===== src/rtl/qam16_rail_slicer_mer_pkg.sv =====
// Shared types and constants for the 16-QAM per-rail slicer / MER engine.
package qam16_rail_slicer_mer_pkg;

  localparam int unsigned DATA_W = 18;  // signed 1s17 sample width
  localparam int unsigned ABS_W  = 17;  // |x| width (unsigned)
  localparam int unsigned SQ_W   = 35;  // error^2 width (unsigned)
  localparam int unsigned WIDE_W = 20;  // slicer arithmetic width

  // Per-rail Gray decision codes
  typedef enum logic [1:0] {
    LVL_M3 = 2'b00,
    LVL_M1 = 2'b01,
    LVL_P1 = 2'b11,
    LVL_P3 = 2'b10
  } level_e;

  typedef enum logic {
    WAIT_SYNC = 1'b0,
    ACCUM     = 1'b1
  } state_e;

  // Clamp a 20-bit signed slicer result into the 1s17 output range
  function automatic logic signed [DATA_W-1:0] sat_data(input logic signed [WIDE_W-1:0] v);
    logic signed [DATA_W-1:0] r;
    if (v > 20'sd131071)
      r = 18'sh1FFFF;
    else if (v < -20'sd131072)
      r = 18'sh20000;
    else
      r = v[DATA_W-1:0];
    return r;
  endfunction

endpackage


===== src/rtl/qam16_rail_slicer_mer_acc.sv =====
// Window accumulator: load a fresh term, add a term, or dump (clear) after the
// window total has been consumed. The window counter lives in the parent so
// that the |x| and error^2 instances stay in lock-step.
module mer_window_acc #(
  parameter int unsigned WIDTH    = 17,
  parameter int unsigned ACC_LOG2 = 12
) (
  input  logic                         clk,
  input  logic                         reset,
  input  logic                         load,
  input  logic                         add,
  input  logic                         dump,
  input  logic [WIDTH-1:0]             term,
  output logic [WIDTH+ACC_LOG2-1:0]    total
);

  localparam int unsigned ACC_W = WIDTH + ACC_LOG2;

  logic [ACC_W-1:0] acc_q;

  // Running sum including the current symbol's term
  assign total = acc_q + ACC_W'(term);

  // Accumulator register: load wins over dump wins over add
  always_ff @(posedge clk or negedge reset) begin
    if (!reset)
      acc_q <= '0;
    else if (load)
      acc_q <= ACC_W'(term);
    else if (dump)
      acc_q <= '0;
    else if (add)
      acc_q <= total;
  end

endmodule


===== src/rtl/qam16_rail_slicer_mer.sv =====
// Per-rail 16-QAM decision slicer with adaptive reference level and
// windowed MER statistics (mean |x| -> reference, mean error^2 -> power).
module qam16_rail_slicer_mer
  import qam16_rail_slicer_mer_pkg::*;
#(
  parameter int unsigned ACC_LOG2 = 12,
  parameter int          REF_INIT = 32768
) (
  input  logic                     clk,
  input  logic                     reset,
  input  logic                     clk_en,
  input  logic                     cycle_start,
  input  logic signed [DATA_W-1:0] dec_var,
  output logic [1:0]               sym_out,
  output logic signed [DATA_W-1:0] error,
  output logic signed [DATA_W-1:0] ref_level,
  output logic [SQ_W-1:0]          error_power,
  output logic                     acc_valid,
  output logic                     locked
);

  localparam logic signed [DATA_W-1:0] REF_RST = DATA_W'(REF_INIT);
  localparam int unsigned ABS_ACC_W = ABS_W + ACC_LOG2;
  localparam int unsigned SQ_ACC_W  = SQ_W + ACC_LOG2;

  state_e state_q, state_d;

  logic [ACC_LOG2-1:0] cnt_q;
  logic                last_sym;
  logic                win_load, win_add, win_dump;

  logic signed [WIDE_W-1:0] x_w, b_w, two_b, three_b, lvl_w, err_w;
  level_e                   lvl;
  logic signed [DATA_W-1:0] err_c;
  logic [ABS_W-1:0]         abs_c;
  logic signed [2*DATA_W-1:0] sq_full;
  logic [SQ_W-1:0]          sq_c;

  logic [ABS_ACC_W-1:0] abs_total;
  logic [SQ_ACC_W-1:0]  sq_total;

  assign x_w     = WIDE_W'(dec_var);
  assign b_w     = WIDE_W'(ref_level);
  assign two_b   = b_w <<< 1;
  assign three_b = two_b + b_w;

  // Decision against thresholds -2b/0/+2b; x=0 maps to +b, x=2b to +3b
  always_comb begin
    lvl   = LVL_P1;
    lvl_w = b_w;
    if (x_w < -two_b) begin
      lvl   = LVL_M3;
      lvl_w = -three_b;
    end else if (x_w < 20'sd0) begin
      lvl   = LVL_M1;
      lvl_w = -b_w;
    end else if (x_w < two_b) begin
      lvl   = LVL_P1;
      lvl_w = b_w;
    end else begin
      lvl   = LVL_P3;
      lvl_w = three_b;
    end
  end

  assign err_w = x_w - lvl_w;
  assign err_c = sat_data(err_w);

  // |x| with the most negative input clamped to the positive maximum
  always_comb begin
    abs_c = dec_var[ABS_W-1:0];
    if (dec_var[DATA_W-1]) begin
      if (dec_var == 18'sh20000)
        abs_c = '1;
      else
        abs_c = ABS_W'(-dec_var);
    end
  end

  assign sq_full  = err_c * err_c;
  assign sq_c     = sq_full[SQ_W-1:0];
  assign last_sym = &cnt_q;

  // FSM state register
  always_ff @(posedge clk or negedge reset) begin
    if (!reset)
      state_q <= WAIT_SYNC;
    else
      state_q <= state_d;
  end

  // Next state and window controls; a marker always restarts the window
  always_comb begin
    state_d  = state_q;
    win_load = 1'b0;
    win_add  = 1'b0;
    win_dump = 1'b0;
    unique case (state_q)
      WAIT_SYNC: begin
        if (clk_en && cycle_start) begin
          state_d  = ACCUM;
          win_load = 1'b1;
        end
      end
      ACCUM: begin
        if (clk_en) begin
          if (cycle_start)
            win_load = 1'b1;
          else if (last_sym)
            win_dump = 1'b1;
          else
            win_add = 1'b1;
        end
      end
      default: state_d = WAIT_SYNC;
    endcase
  end

  // Shared window counter: number of terms already in the accumulators
  always_ff @(posedge clk or negedge reset) begin
    if (!reset)
      cnt_q <= '0;
    else if (win_load)
      cnt_q <= ACC_LOG2'(1);
    else if (win_dump)
      cnt_q <= '0;
    else if (win_add)
      cnt_q <= cnt_q + 1'b1;
  end

  mer_window_acc #(
    .WIDTH    (ABS_W),
    .ACC_LOG2 (ACC_LOG2)
  ) u_abs_acc (
    .clk   (clk),
    .reset (reset),
    .load  (win_load),
    .add   (win_add),
    .dump  (win_dump),
    .term  (abs_c),
    .total (abs_total)
  );

  mer_window_acc #(
    .WIDTH    (SQ_W),
    .ACC_LOG2 (ACC_LOG2)
  ) u_sq_acc (
    .clk   (clk),
    .reset (reset),
    .load  (win_load),
    .add   (win_add),
    .dump  (win_dump),
    .term  (sq_c),
    .total (sq_total)
  );

  // Registered decision and error, updated once per symbol
  always_ff @(posedge clk or negedge reset) begin
    if (!reset) begin
      sym_out <= LVL_P1;
      error   <= '0;
    end else if (clk_en) begin
      sym_out <= lvl;
      error   <= err_c;
    end
  end

  // Window results; acc_valid is a single-clk pulse independent of clk_en
  always_ff @(posedge clk or negedge reset) begin
    if (!reset) begin
      ref_level   <= REF_RST;
      error_power <= '0;
      acc_valid   <= 1'b0;
      locked      <= 1'b0;
    end else begin
      acc_valid <= win_dump;
      if (win_dump) begin
        ref_level   <= DATA_W'(abs_total >> (ACC_LOG2 + 1));
        error_power <= SQ_W'(sq_total >> ACC_LOG2);
        locked      <= 1'b1;
      end
    end
  end

endmodule


===== config.mk =====
export PLATFORM = sky130hd
export DESIGN_NAME = qam16_rail_slicer_mer
export DESIGN_NICKNAME = d
export VERILOG_FILES = /design/src/rtl/qam16_rail_slicer_mer_pkg.sv /design/src/rtl/qam16_rail_slicer_mer_acc.sv /design/src/rtl/qam16_rail_slicer_mer.sv
export SDC_FILE = /design/constraint.sdc
export NUM_CORES = 1
export LEC_CHECK = 0
export BUFFER_PORTS_ARGS = -buffer_cell sky130_fd_sc_hd__buf_2
export CELL_PAD_IN_SITES_DETAIL_PLACEMENT = 1
export CELL_PAD_IN_SITES_GLOBAL_PLACEMENT = 1
export CORE_UTILIZATION = 45
export CTS_CLUSTER_DIAMETER = 200
export CTS_CLUSTER_SIZE = 28
export DETAILED_ROUTE_END_ITERATION = 12
export GPL_TIMING_DRIVEN = 0
export HOLD_SLACK_MARGIN = 0.12
export PLACE_DENSITY = 0.78
export SLEW_MARGIN = 0
export SYNTH_ARGS = -nofsm -noshare
export SYNTH_HDL_FRONTEND = slang
export SYNTH_SLANG_ARGS = --single-unit

===== constraint.sdc =====
create_clock -name clk -period 17 [get_ports clk]
set_input_delay 0.85 -clock clk [delete_from_list [all_inputs] [get_ports clk]]
set_output_delay 0.85 -clock clk [all_outputs]
set_load 0.01 [all_outputs]

**Word-level counts from Yosys, hierarchy flattened**

Index checks and enable logic that the tools add are counted.

- Register bits: 162
- Input port bits: 22

- Add/subtract/negate cells: 9
- $mul: 1
- $lt $le $gt $ge: 5
- Equal/unequal tests: 1
- Mux-type cells: 32
- Bitwise gates (word level): 1
- Reduce and logical (&&, ||, !) cells: 3

Operator list:

| kind | number |
|---|---|
| $mux W47 | 3 |
| $mux W29 | 3 |
| $mux W18 | 3 |
| $add A47 B35 Y47 | 1 |
| $mux W20 | 2 |
| $mux W12 | 3 |
| $mul A18 B18 Y35 | 1 |
| $mux W17 | 2 |
| $add A29 B17 Y29 | 1 |
| $gt A20 B18 Y1 const B | 1 |
| $lt A18 B20 Y1 | 1 |
| $lt A20 B18 Y1 const B | 1 |
| $neg A16 Y20 | 1 |
| $neg A17 Y20 | 1 |
| $neg A18 Y20 | 1 |
| $sub A18 B20 Y20 | 1 |
| $add A17 B16 Y18 | 1 |
| $eq A18 B18 Y1 const B | 1 |
| $lt A18 B1 Y1 const B | 1 |
| $lt A18 B18 Y1 | 1 |
| $neg A17 Y17 | 1 |
| $mux W1 | 13 |
| $add A12 B1 Y12 const B | 1 |
| $reduce_and A12 Y1 | 1 |
| 5 further kinds | 6 |

**Longest topological paths before layout**

- Word-level depth: 13
- Depth in mapped cells: 70
- Gate-level depth less buffers: 66

**Cells and area by module**

A second synthesis with hierarchy kept.

- Cell total of the unflattened synthesis: 2914
- Area, all modules: 25549.5 um^2

Modules (own cells, without submodules):

| module | times used | cells an instance | area each (um^2) | seq. area each (um^2) |
|---|---|---|---|---|
| qam16_rail_slicer_mer | 1 | 2109 | 18809.3 | 2155.8 |
| mer_window_acc (u_sq_acc) | 1 | 517 | 4275.4 | 1176.1 |
| mer_window_acc (u_abs_acc) | 1 | 288 | 2464.9 | 725.7 |

**Least setup slack after synthesis**

No wires, ideal clock.

- Kind: in2reg
- Start: input port dec_var[2]
- End: register u_sq_acc.acc_q[43]
- Setup time: 0.065 ns
- Arrival: 14.180 ns
- Data required time: 16.935 ns
- Slack: 2.755 ns
- Stages: 64
- Buffers on the path: 6
- Path through: ha_1 -> inv_1 -> o21bai_1 -> a21o_1 -> a21o_1 -> a21o_1 -> a21oi_1 -> o21ai_0 -> a21oi_1 -> o21ai_0 -> o21ai_0 -> o21ai_0 -> ha_1 -> clkbuf_1 -> clkbuf_1 -> a31oi_1 -> mux2i_1 -> inv_1 -> (+28 left out) -> a21oi_1 -> o21ai_0 -> a221o_1 -> a221o_1 -> o31a_1 -> a31oi_1 -> xnor2_1 -> ha_1 -> a21o_1 -> a21o_1 -> a21o_1 -> a21oi_1 -> nand3b_1 -> o221ai_1 -> nor3_1 -> and3_1 -> o21ai_0 -> a22o_1

- Word-level cells in the longest chain between the ends: 13
- Elaborated cells on any way between the ends: 16
- Those cells by class: add/sub (2); mul (1); order compare (5); mux (8)

RTL lines:

| what | line | RTL |
|---|---|---|
| start: declaration | qam16_rail_slicer_mer.sv:13 | `input logic signed [DATA_W-1:0] dec_var,` |
| $lt A18 B18 Y1 | qam16_rail_slicer_mer.sv:57 | `end else if (x_w < two_b) begin` |
| $mux W18 | qam16_rail_slicer_mer.sv:57 |  |
| $mux W20 | qam16_rail_slicer_mer.sv:54 | `end else if (x_w < 20'sd0) begin` |
| $mux W20 | qam16_rail_slicer_mer.sv:51 | `if (x_w < -two_b) begin` |
| $sub A18 B20 Y20 * | qam16_rail_slicer_mer.sv:66 | `assign err_w = x_w - lvl_w;` |
| $lt A20 B18 Y1 | qam16_rail_slicer_mer_pkg.sv:27 | `else if (v < -20'sd131072)` |
| $mux W18 | qam16_rail_slicer_mer_pkg.sv:27 |  |
| $mux W18 * | qam16_rail_slicer_mer_pkg.sv:25 | `if (v > 20'sd131071)` |
| via err_c[6] | qam16_rail_slicer_mer.sv:34 | `logic signed [DATA_W-1:0] err_c;` |
| $mul A18 B18 Y35 * | qam16_rail_slicer_mer.sv:80 | `assign sq_full = err_c * err_c;` |
| $add A47 B35 Y47 * | qam16_rail_slicer_mer_acc.sv:22 | `assign total = acc_q + ACC_W'(term);` |
| $mux W47 * | qam16_rail_slicer_mer_acc.sv:32 | `else if (add)` |
| $mux W47 * | qam16_rail_slicer_mer_acc.sv:30 | `else if (dump)` |
| $mux W47 * | qam16_rail_slicer_mer_acc.sv:28 | `else if (load)` |
| end signal: assignment | qam16_rail_slicer_mer_acc.sv:29 | `acc_q <= ACC_W'(term);` |
| end signal: assignment | qam16_rail_slicer_mer_acc.sv:33 | `acc_q <= total;` |
| end: declaration | qam16_rail_slicer_mer_acc.sv:19 | `logic [ACC_W-1:0] acc_q;` |

The timed path passes the listed nets; every way through them passes the cells marked *. The select of a mux whose other input is x is not followed.
A chain may end at the register's enable or synchronous reset.

**Final worst setup path**

- Start: register ref_level[0]
- End: register u_sq_acc.acc_q[42]

- Word-level cells in the longest chain between the ends: 13
- Elaborated cells on any way between the ends: 19
- Those cells by class: add/sub (6); mul (1); order compare (4); mux (8)

RTL lines:

| what | line | RTL |
|---|---|---|
| start: declaration | qam16_rail_slicer_mer.sv:16 | `output logic signed [DATA_W-1:0] ref_level,` |
| start signal: assignment | qam16_rail_slicer_mer.sv:178 | `ref_level <= DATA_W'(abs_total >> (ACC_LOG2 + 1));` |
| parallel branches: the longest is 3 deep, another holds $neg A18 Y20 | -- |  |
| $mux W20 * | qam16_rail_slicer_mer.sv:51 |  |
| $sub A18 B20 Y20 * | qam16_rail_slicer_mer.sv:66 |  |
| $lt A20 B18 Y1 | qam16_rail_slicer_mer_pkg.sv:27 |  |
| $mux W18 | qam16_rail_slicer_mer_pkg.sv:27 |  |
| $mux W18 * | qam16_rail_slicer_mer_pkg.sv:25 |  |
| $mul A18 B18 Y35 * | qam16_rail_slicer_mer.sv:80 |  |
| $add A47 B35 Y47 * | qam16_rail_slicer_mer_acc.sv:22 |  |
| $mux W47 * | qam16_rail_slicer_mer_acc.sv:32 |  |
| $mux W47 * | qam16_rail_slicer_mer_acc.sv:30 |  |
| $mux W47 * | qam16_rail_slicer_mer_acc.sv:28 |  |

Mark *: on every way between the ends. The select of a mux whose other input is x is not followed.

==> results.json <==
{
  "final_cell_mix": "417 x sky130_fd_sc_hd__inv_1, 312 x sky130_fd_sc_hd__nand2_1, 298 x sky130_fd_sc_hd__fa_1",
  "finalWeightedCongestion": 0.958,
  "finish.net_count": 3501,
  "unrepaired_setup_endpoints_after_global_routing": "false",
  "cts_root_buffer": "sky130_fd_sc_hd__clkbuf_16",
  "number_of_setup_violations_in_the_final_report": 0,
  "finalCriticalPeriod_ps": 16250,
  "post_cts_hold_buffer_count": 0,
  "final_core_utilization_pct": 49.4,
  "postSynthAreaPerCell_sq_um": 8.70,
  "grt_overflow": 0,
  "dr.pass1.iters": 5,
  "maxCapViolations": 0,
  "slowest_delay_ps": 580,
  "max_freq_mhz": 61.6,
  "path_max_fanout": 10,
  "critical_path.startpoint_type": "register",
  "synth_top_area_share_pct": 24.2,
  "detailedPlacementHpwl_microns": 68100,
  "cts.clk_slew.worst_paths_ps": 70,
  "largest_net_degree_at_the_start_of_global_routing": 92,
  "synthesis.area_sq_mm": 0.0246,
  "io_buffer_count": 93,
  "worst_skew_pair.late_latency_ps": 460,
  "grt_pass1_vias": 23800,
  "synth_flop_cell": "sky130_fd_sc_hd__dfrtp_1",
  "ys_async_sr_fraction_pct": 100,
  "cp_data_arrival_time_ps": 16620,
  "clock_tree.htree_level_count": 4,
  "timing_worst_setup_path_type": "register to register",
  "worstHoldPathType": "input port to asynchronous set/reset pin",
  "synthesis.instances": 2829,
  "floorplan.io_pins": 97,
  "setup_crit_end_kind": "register",
  "area.growth.synth_to_final_pct": 8.33,
  "finalHoldWorstSlack_ps": 387,
  "fin_crit_sh_pct": 95.6,
  "floorplan_core_area_sq_mm": 0.0539,
  "synth_cell_types": 91,
  "slew_viol_final": 0,
  "skew_ps": 14.4,
  "floorplan.initialDensity_pct": 45.6,
  "detail_route.wl_per_cell_microns": 22.8,
  "maximum_clock_insertion_buffer_count": 2,
  "run_status": "finished, final reports clean",
  "die_area_sq_mm": 0.0556,
  "antenna_found_initial": 2,
  "floorplan.die.height_microns": 236,
  "crit_required_ps": 17370,
  "slowest_cell_on_crit_path": "sky130_fd_sc_hd__fa_1",
  "layout_commonest_cell": "sky130_fd_sc_hd__inv_1",
  "final_hold_viol_count": 0,
  "synth-edff-count": 0,
  "final_layout_size_suffix_gt1_share_pct": 8.25,
  "grt_first_pass_wirelength_microns": 134000,
  "post_drt_via_cell_ratio": 5.80,
  "timing.max_slew.rel_slack_pct": 16.4,
  "worst_pin_slew_ps": 1250,
  "detail_route.wirelength_microns": 83200,
  "cts_made_buffers": 17,
  "drcViolationCount": 0,
  "via_count": 21200,
  "drt_iter0_drc": 1293,
  "yosysTopAreaCell": "sky130_fd_sc_hd__fa_1",
  "globalRouteTotalUtil_pct": 30.9,
  "synth-seq-cells": 162,
  "clock_sinks": 162,
  "yosysWarningCount": 0,
  "yosys-top-cells-area": "sky130_fd_sc_hd__fa_1 24%, sky130_fd_sc_hd__dfrtp_1 16%, sky130_fd_sc_hd__ha_1 12%, sky130_fd_sc_hd__inv_1 6.4%, sky130_fd_sc_hd__nand2_1 4.8%",
  "chipWidth_microns": 236,
  "synth.yosys.seq_area_share_pct": 16.5,
  "tritoncts": "done",
  "rows": 85,
  "ant_nets": 0
}
[cell usage after synthesis, drive strengths merged (5+ instances only)]
cell type  instances
xor2              73
buf               40
a31oi             30
a21o              92
nor2             170
nand3             43
a211oi            35
o211ai            10
a221o              8
o21bai             7
a22o               6
and2              40
xnor2             97
clkbuf            72
or4                5
ha               238
mux2i              5
nand2            312
or3               21
a22oi             21
o21a              17
mux2              17
a221oi            17
o31ai             21
nor3              25
o31a               5
or2               15
dfrtp            159
and3              39
a211o              5
fa               298
nand4             17
o21ai            158
nor4               6
a21oi            144
nor2b             25
inv              428
nand2b            37
[cells by family after synthesis]
logic type | Yosys count | share of synthesized area [%]
adder cells (fa/ha/maj) | 536 | 36.3
other | 1 | 0.0152
buffers and inverters | 541 | 8.71
AND/OR/NAND/NOR | 771 | 14.6
XOR/XNOR | 170 | 6.05
AO/OA/AOI/OAI | 626 | 16.7
flip-flops | 162 | 16.5
multiplexers | 22 | 1.03
[flip-flops by register name, indices dropped and copies added, names as in the netlist]
register	flops
u_sq_acc.acc_q	47
error_power	35
u_abs_acc.acc_q	29
error	18
ref_level	16
cnt_q	12
sym_out	2
acc_valid	1
locked	1
state_q	1
[path summary, 6_finish.rpt]
| check | to | slack (ps) | cells past startpoint | start |
|---|---|---|---|---|
| worst max-delay path | u_sq_acc.acc_q[42] | 750 | 59 | ref_level[0] |
| worst min-delay path | error_power[8] | 390 | 1 | reset |
| worst max register to register | u_sq_acc.acc_q[42] | 750 | 59 | ref_level[0] |
| worst min register to register | locked | 470 | 1 | locked |
| max in group asynchronous | ref_level[15] | 15700 | 2 | reset |
| min in group clk | locked | 470 | 1 | locked |
[metrics by stage]
step                setup WS [ps]  cell area, sq um  std cells  setup TNS (ps)
floorplan                    2750             24600       2830               0
global placement             -338             25900       3619           -1480
detailed placement           -601             26000       3620           -6860
CTS                          45.6             26600       3652               0
global route                 7.55             26700       3652               0
finish                        754             26700       3653               0
[final cells by class]
| cell class | count | area [sq um] |
|---|---|---|
| tap | 696 | 871 |
| clock inverter | 14 | 146 |
| inverter | 429 | 1610 |
| sequential | 162 | 4060 |
| clock buffer | 18 | 439 |
| multi-input combinational | 2127 | 18500 |
| timing repair buffer | 95 | 510 |
| buffer | 111 | 539 |
| antenna | 1 | 2.50 |
| fill | 6405 | 27300 |
[worst max-delay path, delay by kind of cell, from the launching register on]
| family | cells | cell delay [ps] |
|---|---|---|
| DFF | 1 | 530 |
| xor gates and xnor gates | 1 | 410 |
| AOI/OAI and AO/OA | 25 | 6230 |
| adders and majority gates | 11 | 4630 |
| and+or+nand+nor | 10 | 2450 |
| buffers and inverters | 12 | 1890 |
[timing repair]
action / CTS / global route
setup buffers: 0 / 1
endpoints found under the setup margin: 16 / 40
resized for setup: 4 / 17
endpoints found under the hold margin: 0 / 0
pin swaps: 0 / 2
[per-layer routing]
layer	wire [microns]	share of wire, %	vias up	track usage [%]
met2	40200	48	589	52.0
met4	2860	3.4	0	10.9
li1	-	-	9589	-
met3	4440	5.3	150	3.92
met5	0	0	-	0
met1	35700	43	10900	40.8
Power is not shown: default switching activity piles up to over one toggle a cycle in this logic, so the estimate is an artifact.
